File: config.mk
export PLATFORM = sky130hd
export DESIGN_NAME = seg7_to_digit
export DESIGN_NICKNAME = d
export VERILOG_FILES = /design/src/rtl/seg_code_checker_pkg.sv /design/src/rtl/seg_code_checker_seg7_to_digit.sv
export SDC_FILE = /design/constraint.sdc
export NUM_CORES = 1
export LEC_CHECK = 0
export CORE_AREA = 2 2 39 41
export DETAILED_ROUTE_END_ITERATION = 8
export DIE_AREA = 0 0 41 43
export MAX_ROUTING_LAYER = met4
export PLACE_DENSITY = 0.5
export SLEW_MARGIN = 0
export SYNTH_ARGS = -nofsm -noshare
export SYNTH_HDL_FRONTEND = slang
export SYNTH_SLANG_ARGS = --single-unit
export TNS_END_PERCENT = 30
File: constraint.sdc
create_clock -name vclk -period 3.3
set_clock_uncertainty 0.15 [all_clocks]
set_input_delay 0.66 -clock vclk [all_inputs]
set_output_delay 0.66 -clock vclk [all_outputs]
set_load 0.1 [all_outputs]
File: src/rtl/seg_code_checker_pkg.sv
// rtl/seg_code_checker_pkg.sv - shared constants and types for the keypad code checker
// Purpose: segment-pattern constants, FSM state type and the invalid-digit code.
// Ports: none (package).
package seg_code_checker_pkg;

  // Active-low abcdefg patterns (bit6=a ... bit0=g, 0 = segment lit)
  localparam logic [6:0] SEG_0 = 7'b0000001;
  localparam logic [6:0] SEG_1 = 7'b1001111;
  localparam logic [6:0] SEG_2 = 7'b0010010;
  localparam logic [6:0] SEG_3 = 7'b0000110;
  localparam logic [6:0] SEG_4 = 7'b1001100;
  localparam logic [6:0] SEG_5 = 7'b0100100;
  localparam logic [6:0] SEG_6 = 7'b0100000;
  localparam logic [6:0] SEG_7 = 7'b0001111;
  localparam logic [6:0] SEG_8 = 7'b0000000;
  localparam logic [6:0] SEG_9 = 7'b0000100;

  localparam logic [3:0] DIGIT_INVALID = 4'hF;

  typedef enum logic [1:0] {
    IDLE   = 2'd0,
    GOT1   = 2'd1,
    OPEN   = 2'd2,
    LOCKED = 2'd3
  } state_e;

endpackage

File: src/rtl/seg_code_checker_seg7_to_digit.sv
// rtl/seg_code_checker_seg7_to_digit.sv - combinational 7-segment to BCD decoder
// Purpose: maps an active-low segment pattern back to its digit; shared with display readback.
// Ports:
//   seg_i   in  7  active-low abcdefg pattern
//   digit_o out 4  decoded digit, DIGIT_INVALID when not a legal digit
//   err_o   out 1  pattern is not one of the ten digit patterns
module seg7_to_digit
  import seg_code_checker_pkg::*;
(
  input  logic [6:0] seg_i,
  output logic [3:0] digit_o,
  output logic       err_o
);

  always_comb begin
    digit_o = DIGIT_INVALID;
    err_o   = 1'b0;
    case (seg_i)
      SEG_0:   digit_o = 4'd0;
      SEG_1:   digit_o = 4'd1;
      SEG_2:   digit_o = 4'd2;
      SEG_3:   digit_o = 4'd3;
      SEG_4:   digit_o = 4'd4;
      SEG_5:   digit_o = 4'd5;
      SEG_6:   digit_o = 4'd6;
      SEG_7:   digit_o = 4'd7;
      SEG_8:   digit_o = 4'd8;
      SEG_9:   digit_o = 4'd9;
      default: err_o   = 1'b1;
    endcase
  end

endmodule

## Yosys cells after proc, flatten, opt, wreduce, memory -nomap -nowiden

Index checks and enable logic that the tools add are counted.

- Input bits: 7
- Register bits: 0
- Logic and storage cells: 13

- Equal/unequal tests: 9
- Multiplexer cells: 2
- Reductions and logical operators: 2

Operators by type and width:

| cell | count |
|---|---|
| case mux 4 bit (10 select lines) | 1 |
| equality test 7 x 3 -> 1 bit (second input constant) | 2 |
| equality test 7 x 6 -> 1 bit (second input constant) | 2 |
| equality test 7 bit (second input constant) | 2 |
| OR reduction 10 bit | 1 |
| equality test 7 x 1 -> 1 bit (second input constant) | 1 |
| equality test 7 x 4 -> 1 bit (second input constant) | 1 |
| equality test 7 x 5 -> 1 bit (second input constant) | 1 |
| logical NOT 7 bit | 1 |
| 2-to-1 mux 1 bit | 1 |

## Longest topological paths before layout

- Word-level depth: 3
- Mapped depth: 4
- Mapped depth without buffers: 4

## Worst setup path before layout

No wires, ideal clock.

- Path type: input -> output
- Start: input port seg_i[1]
- End: output port digit_o[2]
- Arrival time: 3,306 ps
- Required time: 2,490 ps
- Cell stages on the path: 4
- Setup slack: -816 ps
- Buffers on the path: 0
- Path through: nor2_1 -> and4bb_2 -> a211oi_1 -> a21boi_0

- Cells in the longest elaborated chain, start to end: 2

Ends and longest elaborated chain:

| what | line | source |
|---|---|---|
| from (decl) | seg_code_checker_seg7_to_digit.sv:10 | `input logic [6:0] seg_i,` |
| equality test 7 x 3 -> 1 bit, or another cell as far along | seg_code_checker_seg7_to_digit.sv:18 | `case (seg_i)` |
| case mux 4 bit (10 select lines) (*) | seg_code_checker_seg7_to_digit.sv:18 |  |
| to (decl) | seg_code_checker_seg7_to_digit.sv:11 | `output logic [3:0] digit_o,` |

Mark *: on every way between the ends. The rest lies on a longest branch, timed or not.

## Final worst setup path

- Start: input port seg_i[5]
- End: output port digit_o[0]

Same word-level chain as after synthesis.

==> impl_metrics.toml <==
[worst_setup_path]
critical_path_buf_inv_count = 2
worst-setup-path-type = "in2out"
end_kind = "output port"
cpLargestDelayFamily = "buffers and inverters"
path_max_fanout = 8
arrival_ns = 2.24
startpoint_type = "input port"
cp_cell_sequence = "clkdlybuf4s50_1, and4b_2, nand3_1, nand3_2, o21ai_1, buf_12"
crit_slowest_cell = "clkdlybuf4s50_1"
slowest_delay_ns = 0.60
crit_required_ns = 2.49

[synth]
synthTopCellsByCount = "nand2_1, nor2_1, o21ai_1"
synth_area_leader_cell = "o21ai_1"
syn-num-nets = 36
seq_area_frac_synth_pct = 0
synth_top_area_share_pct = 7.547
ys_types = 22
syn_area_um2 = 198.9
synth.avg_cell_area_um2 = 6.860
synth_area_leaders = "o21ai_1, a31oi_2, and4bb_2"
syn_inst = 29
yosys_warnings = 0

[sta]
finalWorstPathRequiredPeriod_ns = 3.050
setup_viol = 0
finalMaxSlewViolations = 0
maxSlewHeadroom_pct = 78.27
worst_slack_ns = 0.2496
worstMarginPinSlew_ns = 0.3177
timing.fmax_mhz = 327.8
rsz0062_at_grt = "no"
finalCritPeriodShare_pct = 92.44
hold_viol = 0

[placed_design]
place.gp.congestion = 0.7928
pre_cts_slack_ns = 0.2339
dp.cells = 57
hpwl_um = 498.1
portBuffers = 12

[hold_path]
hold_path_depth = 5
hold_end = "digit_o[3]"
hp-class = "in2out"
worstHoldStart = "seg_i[4]"

[routing]
drc = 0
ant_nets = 0
avgViaCountPerCell = 4.860
route.met2.wl_um = 313
vias = 277
first_pass_iters = 4
wire_per_inst_um = 10.65
wl_met3_um = 29
top_layer = "met3"
drt_iter0_markers = 9
drt_wl_total_um = 607
m1WireLength_um = 264

[final_layout]
seq_cells = 0
syn_to_final_growth_pct = 97.48
regArea_um2 = 0
num-nets-final = 50
antenna_cells = 0
stdcell_count = 57
clkbuf_count = 0
drive_gt1_share_pct = 29.27
fill_cells = 156

[power_and_ir_drop]
vdd_drop_max_v = 0.00003032
leakagePower_uw = 0.0001478
p_total_uw = 54.47
p_per_area_mw_per_mm2 = 138.6

[floorplanning]
io_pins = 12
initial_core_util_pct = 14.38
coreArea_mm2 = 0.001384
die_h_um = 43
die-area_mm2 = 0.001763
rows = 14
die_w_um = 41

[grt]
grt_overflow = 0
grt_pass1_vias = 227
grt_max_degree = 9
grt_pass1_wl_um = 972
grt.total_usage_pct = 7.472
grt_antenna_before_repair = 0

[outcome]
status = "finished, final reports clean"

[run]
max-cap-violations = 0

[clock_tree]
post_cts_buffers = 0
ctsResizeCount = 0
hold_buffers = 0
-- per-layer routing --
layer  up-vias  track usage, %
met1       129           10.76
met3         0               0
met4         0               0
li1        141               -
met2         7           12.19
met5         -               -
-- power breakdown --
part | internal (uW) | switching (uW)
clock | 0 | 0
sequential | 0 | 0
combinational | 21.9 | 32.5
-- area by class of cell --
cell class	instances	area [um2]	area share, %
multi-input combinational	28	198.9	50.64
timing repair buffer	12	170.2	43.31
tap	16	20.02	5.096
inverter	1	3.754	0.9554
-- per-stage QoR --
step                area [um2]  utilization, %  hold WS [ns]  TNS [ns]
finish                   392.9           28.39         2.145         0
CTS                      392.9           28.39         2.150         0
global placement         392.9           28.39         2.153         0
global route             392.9           28.39         2.184         0
detailed placement       392.9           28.39         2.138         0
floorplan                202.7               -         1.577  -0.02701
-- placed cells by master (no fill, tap or decap), drive strengths merged --
master / count
nor3b: 1
clkdlybuf4s50: 7
nand2: 3
nor2: 3
a2111oi: 1
and3b: 1
and4bb: 1
and4b: 1
nor4b: 1
nand3: 3
a211oi: 1
o21ai: 4
o211ai: 1
inv: 1
nor2b: 2
nand4b: 1
a21boi: 1
nor4: 1
a31oi: 1
buf: 5
a21oi: 1
-- how the worst max path moves through the flow --
stage	from	to	slack, ns	cells past startpoint
2_1_floorplan	seg_i[2]	digit_o[0]	-0.01	4
3_5_place_dp	seg_i[5]	digit_o[0]	0.23	6
4_1_cts	seg_i[5]	digit_o[0]	0.24	6
6_report	seg_i[5]	digit_o[0]	0.25	6
5_1_grt	seg_i[5]	digit_o[3]	0.14	6
3_3_place_gp	seg_i[5]	digit_o[3]	0.25	6
-- logic make-up after synthesis --
family / after synthesis / share of synthesized area [%]
simple gates: 18 / 61.01
compound gates: 10 / 37.10
buf+inv: 1 / 1.885
Power figures use the tool's default switching activity.
